==> src/rtl/ama_riscv_arb_pkg.sv <==
`default_nettype none
// ============================================================================
// Module      : ama_riscv_arb_pkg
// Description : Shared types and constants for the DMEM arbiter slice
//               (arbiter FSM states, read-return owner, byte-enable width).
// Revision    : 1.0 - initial release
// ============================================================================
package ama_riscv_arb_pkg;

  // Width of the DMEM byte-write-enable bus
  localparam int WE_W = 4;

  // Arbiter state: core-priority operation or one forced host slot
  typedef enum logic [0:0] {
    NORMAL     = 1'b0,
    FORCE_HOST = 1'b1
  } arb_state_t;

  // Who owns the read data coming back from DMEM this cycle
  typedef enum logic [1:0] {
    NONE = 2'd0,
    CORE = 2'd1,
    HOST = 2'd2
  } rd_owner_t;

endpackage
`default_nettype wire

==> src/rtl/ama_riscv_starve_cnt.sv <==
`default_nettype none
// ============================================================================
// Module      : ama_riscv_starve_cnt
// Description : Saturating host-starvation counter. Counts refused cycles of a
//               pending host request, saturates at LIMIT, clears on accept.
//               limit_hit flags that one more refusal reaches LIMIT, so the
//               arbiter can schedule the forced grant for the next cycle.
// Revision    : 1.0 - initial release
// ============================================================================
module ama_riscv_starve_cnt #(
  parameter int LIMIT = 8,
  parameter int W     = 8
) (
  input  logic clk,
  input  logic rst_n,
  input  logic inc,
  input  logic clr,
  output logic limit_hit
);

  localparam logic [W-1:0] C_LIMIT    = W'(LIMIT);
  localparam logic [W-1:0] C_LIMIT_M1 = W'(LIMIT - 1);

  logic [W-1:0] r_cnt;

  // Saturating count of refused cycles; clear has priority over increment
  always_ff @(posedge clk or negedge rst_n) begin
    if (!rst_n) begin
      r_cnt <= '0;
    end else if (clr) begin
      r_cnt <= '0;
    end else if (inc && (r_cnt != C_LIMIT)) begin
      r_cnt <= r_cnt + 1'b1;
    end
  end

  // Independent of inc/clr so the arbiter grant path stays loop-free
  assign limit_hit = (r_cnt >= C_LIMIT_M1);

endmodule
`default_nettype wire

==> src/rtl/ama_riscv_dmem_arbiter.sv <==
`default_nettype none
// ============================================================================
// Module      : ama_riscv_dmem_arbiter
// Description : Shares the single-port synchronous-read DMEM between the core
//               load/store port (default priority) and a valid/ready host
//               port. A starvation counter forces one host grant, stalling
//               the core for that cycle. Read data is steered back to the
//               requester that issued the access one cycle earlier.
//               Optional macro ARB_PERF_CNT_EN adds host-grant and
//               stall-cycle performance counters (outputs read 0 otherwise).
// Revision    : 1.0 - initial release
// ============================================================================
module ama_riscv_dmem_arbiter
  import ama_riscv_arb_pkg::*;
#(
  parameter int ADDR_W       = 14,
  parameter int DATA_W       = 32,
  parameter int STARVE_LIMIT = 8,
  parameter int CNT_W        = 32
) (
  input  logic              clk,
  input  logic              rst_n,
  // core load/store port
  input  logic              core_en,
  input  logic [WE_W-1:0]   core_we,
  input  logic [ADDR_W-1:0] core_addr,
  input  logic [DATA_W-1:0] core_wdata,
  output logic [DATA_W-1:0] core_rdata,
  output logic              core_stall,
  // host port
  input  logic              host_req_valid,
  output logic              host_req_ready,
  input  logic [WE_W-1:0]   host_we,
  input  logic [ADDR_W-1:0] host_addr,
  input  logic [DATA_W-1:0] host_wdata,
  output logic              host_rsp_valid,
  output logic [DATA_W-1:0] host_rdata,
  // DMEM port
  output logic              mem_en,
  output logic [WE_W-1:0]   mem_we,
  output logic [ADDR_W-1:0] mem_addr,
  output logic [DATA_W-1:0] mem_wdata,
  input  logic [DATA_W-1:0] mem_rdata,
  // performance counters
  output logic [CNT_W-1:0]  perf_host_grants,
  output logic [CNT_W-1:0]  perf_stall_cycles
);

  arb_state_t        r_state;
  arb_state_t        w_state_next;
  rd_owner_t         r_rd_owner;
  rd_owner_t         w_rd_owner_next;
  logic              w_core_grant;
  logic              w_host_grant;
  logic              w_starve_inc;
  logic              w_starve_clr;
  logic              w_limit_hit;
  logic              r_host_wr;
  logic [DATA_W-1:0] r_core_rdata_hold;

  // Starvation counter: counts refused cycles of a pending host request
  assign w_starve_inc = host_req_valid && !w_host_grant;
  assign w_starve_clr = w_host_grant;

  ama_riscv_starve_cnt #(
    .LIMIT (STARVE_LIMIT),
    .W     (8)
  ) u_starve_cnt (
    .clk       (clk),
    .rst_n     (rst_n),
    .inc       (w_starve_inc),
    .clr       (w_starve_clr),
    .limit_hit (w_limit_hit)
  );

  // Arbiter state register
  always_ff @(posedge clk or negedge rst_n) begin
    if (!rst_n) begin
      r_state <= NORMAL;
    end else begin
      r_state <= w_state_next;
    end
  end

  // Next state and grant decisions; grants are blocked while reset is held
  always_comb begin
    w_state_next = r_state;
    w_core_grant = 1'b0;
    w_host_grant = 1'b0;
    core_stall   = 1'b0;
    case (r_state)
      NORMAL: begin
        w_core_grant = core_en;
        w_host_grant = !core_en && host_req_valid;
        // the refusal happening now brings the counter to the limit
        if (host_req_valid && !w_host_grant && w_limit_hit) begin
          w_state_next = FORCE_HOST;
        end
      end
      FORCE_HOST: begin
        core_stall   = 1'b1;
        w_host_grant = host_req_valid;
        // one forced slot only: accepted or abandoned, go back to NORMAL
        w_state_next = NORMAL;
      end
      default: begin
        w_state_next = NORMAL;
      end
    endcase
    if (!rst_n) begin
      w_core_grant = 1'b0;
      w_host_grant = 1'b0;
    end
  end

  assign host_req_ready = w_host_grant;

  // Zero-latency DMEM request mux; unused fields are driven to zero
  always_comb begin
    mem_en    = 1'b0;
    mem_we    = '0;
    mem_addr  = '0;
    mem_wdata = '0;
    if (w_core_grant) begin
      mem_en    = 1'b1;
      mem_we    = core_we;
      mem_addr  = core_addr;
      mem_wdata = core_wdata;
    end else if (w_host_grant) begin
      mem_en    = 1'b1;
      mem_we    = host_we;
      mem_addr  = host_addr;
      mem_wdata = host_wdata;
    end
  end

  // Owner of the access issued this cycle, i.e. of next cycle's mem_rdata
  always_comb begin
    w_rd_owner_next = NONE;
    if (w_core_grant) begin
      w_rd_owner_next = CORE;
    end else if (w_host_grant) begin
      w_rd_owner_next = HOST;
    end
  end

  // Read-return owner and host write flag (write responses carry zero data)
  always_ff @(posedge clk or negedge rst_n) begin
    if (!rst_n) begin
      r_rd_owner <= NONE;
      r_host_wr  <= 1'b0;
    end else begin
      r_rd_owner <= w_rd_owner_next;
      r_host_wr  <= w_host_grant && (host_we != '0);
    end
  end

  // Capture core read data so a stalled core keeps seeing its last value
  always_ff @(posedge clk or negedge rst_n) begin
    if (!rst_n) begin
      r_core_rdata_hold <= '0;
    end else if (r_rd_owner == CORE) begin
      r_core_rdata_hold <= mem_rdata;
    end
  end

  assign core_rdata     = (r_rd_owner == CORE) ? mem_rdata : r_core_rdata_hold;
  assign host_rsp_valid = (r_rd_owner == HOST);
  assign host_rdata     = ((r_rd_owner == HOST) && !r_host_wr) ? mem_rdata : '0;

`ifdef ARB_PERF_CNT_EN
  logic [CNT_W-1:0] r_perf_host_grants;
  logic [CNT_W-1:0] r_perf_stall_cycles;

  // Free-running wrap-around counters of host accepts and core stall cycles
  always_ff @(posedge clk or negedge rst_n) begin
    if (!rst_n) begin
      r_perf_host_grants  <= '0;
      r_perf_stall_cycles <= '0;
    end else begin
      if (w_host_grant) begin
        r_perf_host_grants <= r_perf_host_grants + 1'b1;
      end
      if (core_stall) begin
        r_perf_stall_cycles <= r_perf_stall_cycles + 1'b1;
      end
    end
  end

  assign perf_host_grants  = r_perf_host_grants;
  assign perf_stall_cycles = r_perf_stall_cycles;
`else
  assign perf_host_grants  = '0;
  assign perf_stall_cycles = '0;
`endif

endmodule
`default_nettype wire

==> config.mk <==
export PLATFORM = sky130hd
export DESIGN_NAME = ama_riscv_dmem_arbiter
export DESIGN_NICKNAME = d
export VERILOG_FILES = /design/src/rtl/ama_riscv_arb_pkg.sv /design/src/rtl/ama_riscv_starve_cnt.sv /design/src/rtl/ama_riscv_dmem_arbiter.sv
export SDC_FILE = /design/constraint.sdc
export NUM_CORES = 1
export LEC_CHECK = 0
export CAP_MARGIN = 20
export CORE_ASPECT_RATIO = 1.25
export CORE_MARGIN = 10
export CORE_UTILIZATION = 29
export CTS_CLUSTER_DIAMETER = 150
export CTS_CLUSTER_SIZE = 40
export DETAILED_ROUTE_END_ITERATION = 6
export PLACE_DENSITY = 0.87
export SLEW_MARGIN = 0
export SYNTH_ARGS = -nofsm -noshare
export SYNTH_HDL_FRONTEND = slang
export SYNTH_HIERARCHICAL = 1
export SYNTH_SLANG_ARGS = --single-unit
export TNS_END_PERCENT = 50
==> constraint.sdc <==
create_clock -name clk -period 2 [get_ports clk]
set_input_delay 0.4 -clock clk [delete_from_list [all_inputs] [get_ports clk]]
set_output_delay 0.4 -clock clk [all_outputs]
set_load 0.1 [all_outputs]
# After elaboration in Yosys (flattened, before gate mapping)
# Index checks and enable logic that the tools add are counted.
# op_classes
n_eq_ne	3
muxes	21
n_lt_le_gt_ge	1
reduce_logical	13
addsub	1
n_bitwise	1
# op_table
operator	count
32-bit 2-to-1 mux	4
14-bit 2-to-1 mux	2
8-bit 2-to-1 mux	2
8-bit by 1-bit adder with 8-bit output (second input constant)	1
8-bit by 3-bit >= comparator with 1-bit output (second input constant)	1
4-bit 2-to-1 mux	2
8-bit by 4-bit inequality test with 1-bit output (second input constant)	1
1-bit logical AND	7
1-bit 2-to-1 mux	7
1-bit logical NOT	4
2-bit 2-to-1 mux	2
1-bit case mux with 2 select lines	2
4-bit nonzero test	1
2-bit by 1-bit equality test with 1-bit output (second input constant)	1
2-bit equality test (second input constant)	1
2-bit nonzero test	1
1-bit NOT	1
# totals
input_bits	136
output_inout_bits	182
regBits	44

# Logic depth before layout (Yosys ltp)
# Gate-level depths: netlist (run 1).
# depth
depth_word	9
ltp_mapped	7

# Modules after synthesis
# Netlist (run 1), hierarchy kept.
# by_module_without_submodules
module	cells_per_inst	area_each_um2	instances
ama_riscv_dmem_arbiter	352	3106.7	1
ama_riscv_starve_cnt	49	464.2	1

# Worst setup path after synthesis (run 1)
# No wires, ideal clock.
# synth_timing
path_type	register -> output
from	register r_state
to	output port mem_addr[0]
setup_slack_ns	-2.075
required_ns	1.600
n_path_buf	2
stages_incl_launch_ff	5
arrival_time_ns	3.675
cell_sequence	dfrtp_1 nor2b_1 buf_4 buf_6 o32ai_1
# synth_via
elab_chain_len	5
# synth_rtl
element	line	source
from (decl)	ama_riscv_dmem_arbiter.sv:49	arb_state_t r_state;
from (signal assigned)	ama_riscv_dmem_arbiter.sv:81	r_state <= w_state_next;
1-bit NOT	-	
1-bit case mux with 2 select lines	ama_riscv_dmem_arbiter.sv:91	case (r_state)
1-bit 2-to-1 mux	ama_riscv_dmem_arbiter.sv:110	if (!rst_n) begin
14-bit 2-to-1 mux	ama_riscv_dmem_arbiter.sv:129	end else if (w_host_grant) begin
14-bit 2-to-1 mux *	ama_riscv_dmem_arbiter.sv:124	if (w_core_grant) begin
to (decl)	ama_riscv_dmem_arbiter.sv:41	output logic [ADDR_W-1:0] mem_addr,
# Mark *: on every way between the ends. The rest lies on a longest branch, timed or not.

# Worst setup path after layout (run 1)
# layout_timing
from	register r_state
to	output port mem_wdata[12]
# layout_via
elab_chain_len	5
# layout_rtl
element	line	source
1-bit NOT	-	
1-bit case mux with 2 select lines	ama_riscv_dmem_arbiter.sv:91	
1-bit 2-to-1 mux	ama_riscv_dmem_arbiter.sv:110	
32-bit 2-to-1 mux	ama_riscv_dmem_arbiter.sv:129	
32-bit 2-to-1 mux *	ama_riscv_dmem_arbiter.sv:124	
to (decl)	ama_riscv_dmem_arbiter.sv:42	output logic [DATA_W-1:0] mem_wdata,
# Marked as above.

==> results of run 1 <==
metrics by stage:
step | setup WS, ns | hold WS (ns) | TNS [ns] | util, %
finish | -0.135 | 0.287 | -5.59 | 73.9
global route | -0.171 | 0.356 | -9.28 | 73.9
floorplan | -0.318 | 0.104 | -16.45 | -
global placement | -0.308 | 0.256 | -14.16 | 69.2
detailed placement | -0.330 | 0.265 | -15.61 | 69.2
CTS | -0.122 | 0.318 | -4.16 | 72.2
cells by family after synthesis:
kind of cell / share of synthesized area [%]
muxes: 13.8
AOI/OAI and AO/OA: 13.7
DFF: 30.8
and+or+nand+nor: 11.1
buffers and inverters: 29.0
other: 0.105
xor gates and xnor gates: 0.736
adders and majority gates: 0.701
layout make-up:
type	count	share of cell area (%)
multi-input combinational	226	30.9
timing repair buffer	299	48.4
tap	164	2.29
clock buffer	5	1.40
inverter	105	4.41
clock inverter	3	0.266
sequential	44	12.4
worst min-delay path by stage:
stage          cells after the start  startpoint  slack, ns               endpoint
6_report                           2       rst_n       0.29  u_starve_cnt/r_cnt[6]
4_1_cts                            2       rst_n       0.32  u_starve_cnt/r_cnt[6]
3_3_place_gp                       1       rst_n       0.26  u_starve_cnt/r_cnt[1]
3_5_place_dp                       1       rst_n       0.27  u_starve_cnt/r_cnt[1]
5_1_grt                            2       rst_n       0.36  r_core_rdata_hold[22]
2_1_floorplan                      0       rst_n       0.10   r_core_rdata_hold[0]
worst reg2reg max path: cells and delay by family (launching register included):
family          cells  cell delay [ns]
compound gates      2             0.36
buf+inv             4             0.44
flops               1             0.49
mux                 1             0.33
simple gates        1             0.19
per-layer routing:
layer	vias to the layer above	GRT usage (%)
met2	219	37.0
met3	26	9.83
met1	1840	18.0
met4	0	6.44
met5	-	0
li1	1735	-
sequential cells by signal, indices dropped and copies added (netlist names):
signal / cells
r_rd_owner: 2
u_starve_cnt/r_cnt: 8
r_state: 1
r_host_wr: 1
r_core_rdata_hold: 32
power breakdown:
group          switching (W)  leakage (nW)  total, W  internal [W]
clock               0.000339        0.0660  0.000803      0.000464
sequential          0.000142         0.530   0.00125       0.00111
combinational        0.00374          3.42   0.00583       0.00209
total                0.00422          4.02   0.00788       0.00366
layout by cell type, fill, tap and decap left out, types with 3 or more instances in the layout:
master           count
a21oi_1              4
and2_4              31
buf_12             129
buf_16               3
buf_4               23
buf_6                5
clkbuf_16            7
clkdlybuf4s50_1    132
conb_1              64
dfrtp_1             42
inv_1              105
mux2_4              33
nand2_1              3
nor2_1               5
o21ai_0              3
o32ai_4             50
what timing repair did:
action,CTS,global route
pin swaps,20,24
hold endpoints to repair,4,0
resized for setup,21,40
endpoints found under the setup margin,89,114
hold buffers,1,0
setup buffers,6,4
gates cloned,4,3
==> impl_results.md, run 1 <==
- Status: finished, violations left
- Failing checks: negative setup slack
- Met2 WL: 9880 um
- RSZ-0062 raised after global routing: yes
- Core area: 12100 um2
- Ys async rst share: 100%
- Io pins: approximately 320
- P_leak: about 4.0 nW
- Most common cell in the netlist: inv_1
- Post-route cell area: 8950 um2
- Crit-path leading delay family: buffers and inverters
- Largest net degree at the start of global routing: 41
- Critical Path RT: 1.60 ns
- Dpl cells: 820
- Clk_skew: roughly 0.0045 ns
- Clk sinks: 44
- Drt drc: 0
- CP Class: reg2out
- Skew-Pair Late Insertion Delay: 0.29 ns
- EDFF count, synth: 0
- Top routing layer used: met4
- Final setup fails: 71
- Final ANT Viol Nets: 0
- Worst VDD drop: 0.531 mV
- CP Cell Sequence: nand3b_1 -> buf_6 -> clkbuf_16 -> o32ai_4 -> buf_12
- Post-synthesis sequential area ratio: 30.8%
- Maximum clock rate: 468 MHz
- Worst Setup End Kind: primary output
- Yosys top cell area share: between 30 and 40%
- ANT cells: 0
- Syn Area/Cell: 8.91 um2
- Pwr/cell area: 881 nW/um2
- DRT iter0 DRCs: 173
- Syn. warnings: 6
- Via count: between 3000 and 4000
- Clk pin slew, worst setup/hold paths: 0.06 ns
- CP Buf/Inv Count: 3
- Crit path launch: r_state
- Synth cell types: 37
- Count of buffers from port buffering: 253
- Total GRT Usage: 19.7%
- Hold Vio Cnt, Final: 0
- RR Endpoint: u_starve_cnt/r_cnt[0]
- DIE AREA: 17200 um2
- Crit path to: mem_wdata[12]
- Tot Pwr: 0.00788 W
- Register area: between 1000 and 1500 um2
- CP max FO: 6
- Synth cell count leaders: 105 x inv_1, 65 x buf_4, 50 x o32ai_1
- Area occupied by multi-input gates: 2760 um2
- CTS Buffer Depth: 2
- Final nets: 819
- Htree depth: 2
- Final period utilization: 107%
- Main area contributors after synthesis: dfrtp_1 31%, buf_4 14%, mux2_4 13%
- Met1 WL: 6150 um
- Largest incremental delay on the critical path: 0.49 ns
- Seq cells post-synth: 44
- Placed Instance Area: 8370 um2
- Drt wl/cell: roughly 22 um
- Critical path depth in cells: 5
- CTS Root Cell: clkbuf_16
- First-pass GRT wire length: 26500 um
- Max Cap Violations: 0
- Die width: 119 um
- Vias per cell: 4.52
- Yosys top cell by area: dfrtp_1
- Critical-path top delay cell: dfrtp_4
- Initial antenna violation count: 0
- Filler instances: 682
- R2R Setup Slk: 0.08 ns
- Final WL: between 15000 and 20000 um
- Post-synthesis cell count: 401
- Class of the worst hold path: in2async
- Wire length on met3: 1970 um
- CTS tree: built
- Non-Filler Instances: about 850
- Min Tclk post-route: 2.13 ns
- Vias in the first global route: 4313
- DIE HEIGHT: 144 um
- FP Rows: 45
- DP HPWL: 14800 um
- Reg2Reg Depth: 8
- Total CTS buffers: 5
- Final setup margin: -0.135 ns
- RR Startpoint: r_state
- Share of cells above drive strength 1: 43.8%
- Top FF cell, synth: dfrtp_1
- Startpoint Class: register
- Total gr overflow: 0
- Worst Path Arrival: 1.73 ns
- TritonRoute pass-1 iters: 5
- GP Congestion: 0.793
- Mapped cell area: approximately 3600 um2
- Area delta synth->final: 151%
- Max-slew violations: 0
- Initial Util: 29.5%
(Power assumes the default switching activity.)
==> run 2: changes to the inputs <==
Settings changed: CORE_UTILIZATION 29 to 30, PLACE_DENSITY 0.87 to 0.86.
Clock period 2 ns to 2.4 ns, I/O delays scaled along.
==> run 2 against run 1 <==
Largest cell class unchanged. Non-clock buffer count is 24 lower. Sequential share of layout area is 0.62 points higher. Routed wire length is 4.0% lower. Critical path depth stayed put. Hold slack worse by 0.24 ns. Sequential cell count stayed put. Die area is 2.8% lower. Clock power is 6.6% lower. The flow now finishes without violations. Sequential power is 18% lower. Combinational power is 19% lower. Core utilization is 0.64 points lower. Clock-buffer cell count is 1 higher.
==> impl_results.md, run 2 (same netlist as run 1, synthesis figures left out) <==
- Initial antenna violation count: 0 (unchanged)
- Hold Vio Cnt, Final: 0 (unchanged)
- Worst Tran Pin Value: 0.515 ns
- Initial Util: 30.7% (+1.2 points)
- Commonest non-fill, non-tap cell in the layout: clkdlybuf4s50_1
- Filler instances: 671 (-1.6%)
- CP Class: reg2out
- Total GRT Usage: 19.3% (-0.42 points)
- Critical Path RT: 1.92 ns (+0.32 ns)
- Via count: 3695 (-3.3%)
- Pwr/cell area: 761 nW/um2 (-14%)
- Final nets: 795 (-2.9%)
- P_leak: 3.80 nW (-5.4%)
- ANT cells: 0 (unchanged)
- Vias in the first global route: 4206 (-2.5%)
- Count of buffers from port buffering: 253 (unchanged)
- DP HPWL: 15000 um (+1.3%)
- Worst VDD drop: 0.545 mV (+2.6%)
- Final WL: 17700 um (-4.0%)
- Min Tclk post-route: 2.36 ns
- CTS tree: built
- DIE HEIGHT: 142 um (-1.4%)
- Share of cells above drive strength 1: 36.6% (-7.2 points)
- First-pass GRT wire length: 25400 um (-4.2%)
- Final ANT Viol Nets: 0 (unchanged)
- Worst Path Arrival: 1.88 ns (+0.15 ns)
- Clk pin slew, worst setup/hold paths: 0.06 ns (about the same)
- DRT iter0 DRCs: 208 (+20%)
- FP Rows: 44 (-2.2%)
- Regs by FF count: r_core_rdata_hold x32, u_starve_cnt/r_cnt x8, r_rd_owner x2
- GP Congestion: 0.762 (-4.0%)
- CP max FO: 9 (+3)
- Non-Filler Instances: 819 (-3.2%)
- CTS Buffer Depth: 2 (unchanged)
- Clk sinks: 44 (unchanged)
- Io pins: 318 (unchanged)
- Biggest register: r_core_rdata_hold
- Class of the worst hold path: in2async
- Post-Route Utilization: 73.3% (-0.64 points)
- Max-slew violations: 0 (unchanged)
- Core area: 11600 um2 (-4.0%)
- # hold bufs at CTS: 0 (-1)
- CTS Root Cell: clkbuf_16
- Vias per cell: 4.51 (about the same)
- Area delta synth->final: 138%
- Max Cap Violations: 0 (unchanged)
- Dpl cells: 806 (-1.7%)
- Final setup fails: 0 (-100%)
- Total CTS buffers: 5 (unchanged)
- Status: finished, final reports clean
- Most frequent cells in the layout: 132 x clkdlybuf4s50_1, 124 x buf_12, 105 x inv_1
- Skew-Pair Late Insertion Delay: 0.28 ns (about the same)
- Max FFs per register: 32 (unchanged)
- DIE AREA: 16700 um2 (-2.8%)
- Drt wl/cell: 21.6 um (-0.86%)
- R2R Setup Slk: 0.31 ns (+0.23 ns)
- Largest net degree at the start of global routing: 42 (+2.4%)
- Drt drc: 0 (unchanged)
- Htree depth: 2 (unchanged)
- Startpoint Class: register
- Maximum clock rate: 423 MHz
- Die width: 118 um (-1.4%)
- TritonRoute pass-1 iters: 4 (-1)
- Final period utilization: 98.5%
- Setup TNS: 0 ns (+5.59 ns)
- Total gr overflow: 0 (unchanged)
- Worst Setup End Kind: primary output
- Slew headroom: 65.7%
- Clk_skew: 0.00811 ns (+0.00361 ns)
-- run 2: what timing repair did --
action / CTS / global route
gates resized for setup: 3 / 5
pin swaps: 4 / 1
endpoints found under the setup margin: 26 / 48
setup buffers: 0 / 2
gates cloned: 0 / 3
-- run 2: metal layers --
metal / vias to the layer above / GRT usage (%) / part of all wire [%]
li1: 1691 / - / -
met1: 1740 / 18.2 / 33
met2: 236 / 35.1 / 53
met3: 28 / 10.1 / 11
met4: 0 / 6.84 / 2.5
met5: - / 0 / 0
-- run 2: cell type report --
cell class                 instances  area (um2)  share of cell area, %
tap                              161         201                   2.37
timing repair buffer             275        4010                   47.1
multi-input combinational        226        2640                   31.0
sequential                        44        1100                   13.0
clock inverter                     2        35.0                  0.412
clock buffer                       6         129                   1.51
inverter                         105         394                   4.63
-- run 2: per-stage QoR --
stage               hold WS, ns  area [um2]  setup WS [ns]  total power (W)
floorplan                 0.184        4800       -0.00880          0.00426
CTS                      0.0406        8420        -0.0124          0.00646
finish                   0.0468        8510         0.0369          0.00648
detailed placement        0.341        8250         -0.109          0.00570
global route             0.0408        8510        -0.0103          0.00668
global placement          0.341        8250       -0.00237          0.00561
-- run 2: worst paths after layout --
kind,from,to,cells past startpoint
max in group asynchronous,rst_n,u_starve_cnt/r_cnt[7],2
worst min-delay path,rst_n,u_starve_cnt/r_cnt[0],1
worst min register to register,r_core_rdata_hold[18],r_core_rdata_hold[18],1
worst max register to register,r_state,u_starve_cnt/r_cnt[7],5
min in group clk,r_core_rdata_hold[18],r_core_rdata_hold[18],1
worst max-delay path,r_state,mem_addr[0],5
-- run 2: where the power goes --
group          switching [W]  internal [W]
logic                0.00308       0.00162
clock network       0.000261      0.000489
registers           0.000106      0.000922
total                0.00345       0.00303
-- run 2: critical path: stages, from the launching register on --
cell       delay [ns]
dfrtp_4          0.50
nand3b_1         0.29
buf_4            0.22
clkbuf_16        0.19
o32ai_4          0.18
buf_12           0.22
==> run 3: changes to the inputs <==
Settings changed: CTS_BUF_LIST from default to sky130_fd_sc_hd__clkbuf_8, SLEW_MARGIN 0 to default.
==> run 3 against run 2 <==
Setup slack got worse by 0.027 ns. Non-clock buffer count unchanged. Clock power decreased by 27%. Routed wire length about the same. Clock-buffer cell count decreased by 1. Sequential power about the same. Final area decreased by 0.66%. Sequential share of layout area increased by 0.086 points.
==> impl_results.md, run 3 (same netlist as run 1, synthesis figures left out) <==
- Status: finished, final reports clean
- Setup TNS: 0 ns (unchanged)
- Non-Filler Instances: 819 (unchanged)
- WHS: 0.0286 ns (-0.0182 ns)
- RR Startpoint: r_state
- Worst VDD drop: 0.545 mV (about the same)
- Most frequent cells in the layout: 132 x clkdlybuf4s50_1, 124 x buf_12, 106 x inv_1
- Max-slew violations: 0 (unchanged)
- Core area: 11600 um2 (unchanged)
- Vias in the first global route: 4204 (-0.048%)
- Worst Path Arrival: 1.91 ns (+0.03 ns)
- Htree depth: 2 (unchanged)
- # hold bufs at CTS: 0 (unchanged)
- Vias per cell: 4.50 (-0.24%)
- P_leak: 3.78 nW (-0.57%)
- CP Class: reg2out
- DIE AREA: 16700 um2 (unchanged)
- CTS Buffer Depth: 2 (unchanged)
- Final WL: 17700 um (about the same)
- Biggest register: r_core_rdata_hold
- FP Rows: 44 (unchanged)
- Slew headroom: 65.3% (-0.39 points)
- Count of buffers from port buffering: 253 (unchanged)
- Clk pin slew, worst setup/hold paths: 0.08 ns (+0.02 ns)
- Met1 WL: 5860 um (+0.14%)
- Clk sinks: 44 (unchanged)
- Clk_skew: 0.00817 ns (+0.0000584 ns)
- Largest net degree at the start of global routing: 42 (unchanged)
- Met2 WL: 9460 um (+0.12%)
- Maximum clock rate: 418 MHz (-1.1%)
- GP Congestion: 0.762 (unchanged)
- DRT iter0 DRCs: 214 (+2.9%)
- R2R Setup Slk: 0.31 ns (about the same)
- CTS Root Cell: clkbuf_8
- Drt wl/cell: 21.6 um (about the same)
- Regs by FF count: r_core_rdata_hold x32, u_starve_cnt/r_cnt x8, r_rd_owner x2
- Crit path launch: r_state
- Hold Vio Cnt, Final: 0 (unchanged)
- Final setup fails: 0 (unchanged)
- DIE HEIGHT: 142 um (unchanged)
- Dpl cells: 806 (unchanged)
- Worst Setup End Kind: primary output
- Commonest non-fill, non-tap cell in the layout: clkdlybuf4s50_1
- Worst Tran Pin Value: 0.520 ns (+0.00578 ns)
- Final period utilization: 99.6% (+1.1 points)
- Total CTS buffers: 5 (unchanged)
- Pwr/cell area: 742 nW/um2 (-2.5%)
- Initial antenna violation count: 0 (unchanged)
- Skew-Pair Late Insertion Delay: 0.29 ns (about the same)
- Io pins: 318 (unchanged)
- Final setup margin: 0.0100 ns (-0.0269 ns)
- Max FFs per register: 32 (unchanged)
- Die width: 118 um (unchanged)
- Final nets: 795 (unchanged)
- Min Tclk post-route: 2.39 ns (+0.0269 ns)
- Initial Util: 30.7% (unchanged)
- Post-Route Utilization: 72.8% (-0.48 points)
- CTS tree: built
- Via count: 3686 (-0.24%)
- Top routing layer used: met4
- Total GRT Usage: 19.3% (+0.042 points)
- Max Cap Violations: 0 (unchanged)
- Final ANT Viol Nets: 0 (unchanged)
- Area delta synth->final: 137%
- TritonRoute pass-1 iters: 4 (unchanged)
- Total gr overflow: 0 (unchanged)
- Dpl ws: -0.109 ns (unchanged)
- Critical Path RT: 1.92 ns (about the same)
- Share of cells above drive strength 1: 36.6% (unchanged)
- ANT cells: 0 (unchanged)
- First-pass GRT wire length: 25400 um (about the same)
- DP HPWL: 15000 um (unchanged)
- Class of the worst hold path: in2async
- Startpoint Class: register
- Wire length on met3: 1960 um (about the same)
- CP max FO: 9 (unchanged)
- Drt drc: 0 (unchanged)
==> run 3: critical path, stage by stage, from the launching register on <==
cell	delay (ns)
dfrtp_4	0.51
nand3b_1	0.29
buf_4	0.22
clkbuf_16	0.19
o32ai_4	0.18
buf_12	0.22
==> run 3: path summary, 6_finish.rpt <==
path | end | cells after the start
max | mem_addr[0] | 5
min | u_starve_cnt/r_cnt[0] | 1
max reg2reg | u_starve_cnt/r_cnt[7] | 5
min reg2reg | r_core_rdata_hold[15] | 1
max in group asynchronous | u_starve_cnt/r_cnt[7] | 2
min in group clk | r_core_rdata_hold[15] | 1
==> run 3: area by class of cell <==
cell class                      instances  area [um2]
Clock buffer                            5        68.8
Clock inverter                          3        38.8
Fill cell                             676        3160
Inverter                              105         394
Multi-Input combinational cell        226        2640
Sequential cell                        44        1100
Tap cell                              161         201
Timing Repair Buffer                  275        4010
==> run 3: power by group <==
| group | total (W) | leakage (nW) | internal, W | switching (W) |
|---|---|---|---|---|
| registers | 0.00103 | 0.532 | 0.000920 | 0.000107 |
| logic | 0.00470 | 3.19 | 0.00162 | 0.00308 |
| clock network | 0.000545 | 0.0593 | 0.000305 | 0.000240 |
| total | 0.00627 | 3.78 | 0.00284 | 0.00343 |
==> run 3: layer usage <==
layer  up-vias  track usage [%]
li1       1688                -
met1      1744             18.1
met2       230             35.1
met3        24             10.4
met4         0             6.84
met5         -                0
==> run 3: timing repair <==
item | CTS | global route
hold endpoints to repair | 0 | 0
pin swaps | 4 | 1
buffers inserted | 0 | 2
endpoints found under the setup margin | 26 | 48
gates cloned | 0 | 3
resized for setup | 3 | 5
==> run 3: per-stage QoR <==
stage | power [W] | cell area [um2]
CTS | 0.00626 | 8360
global route | 0.00648 | 8450
finish | 0.00627 | 8450
global placement | 0.00561 | 8250
floorplan | 0.00426 | 4800
detailed placement | 0.00570 | 8250
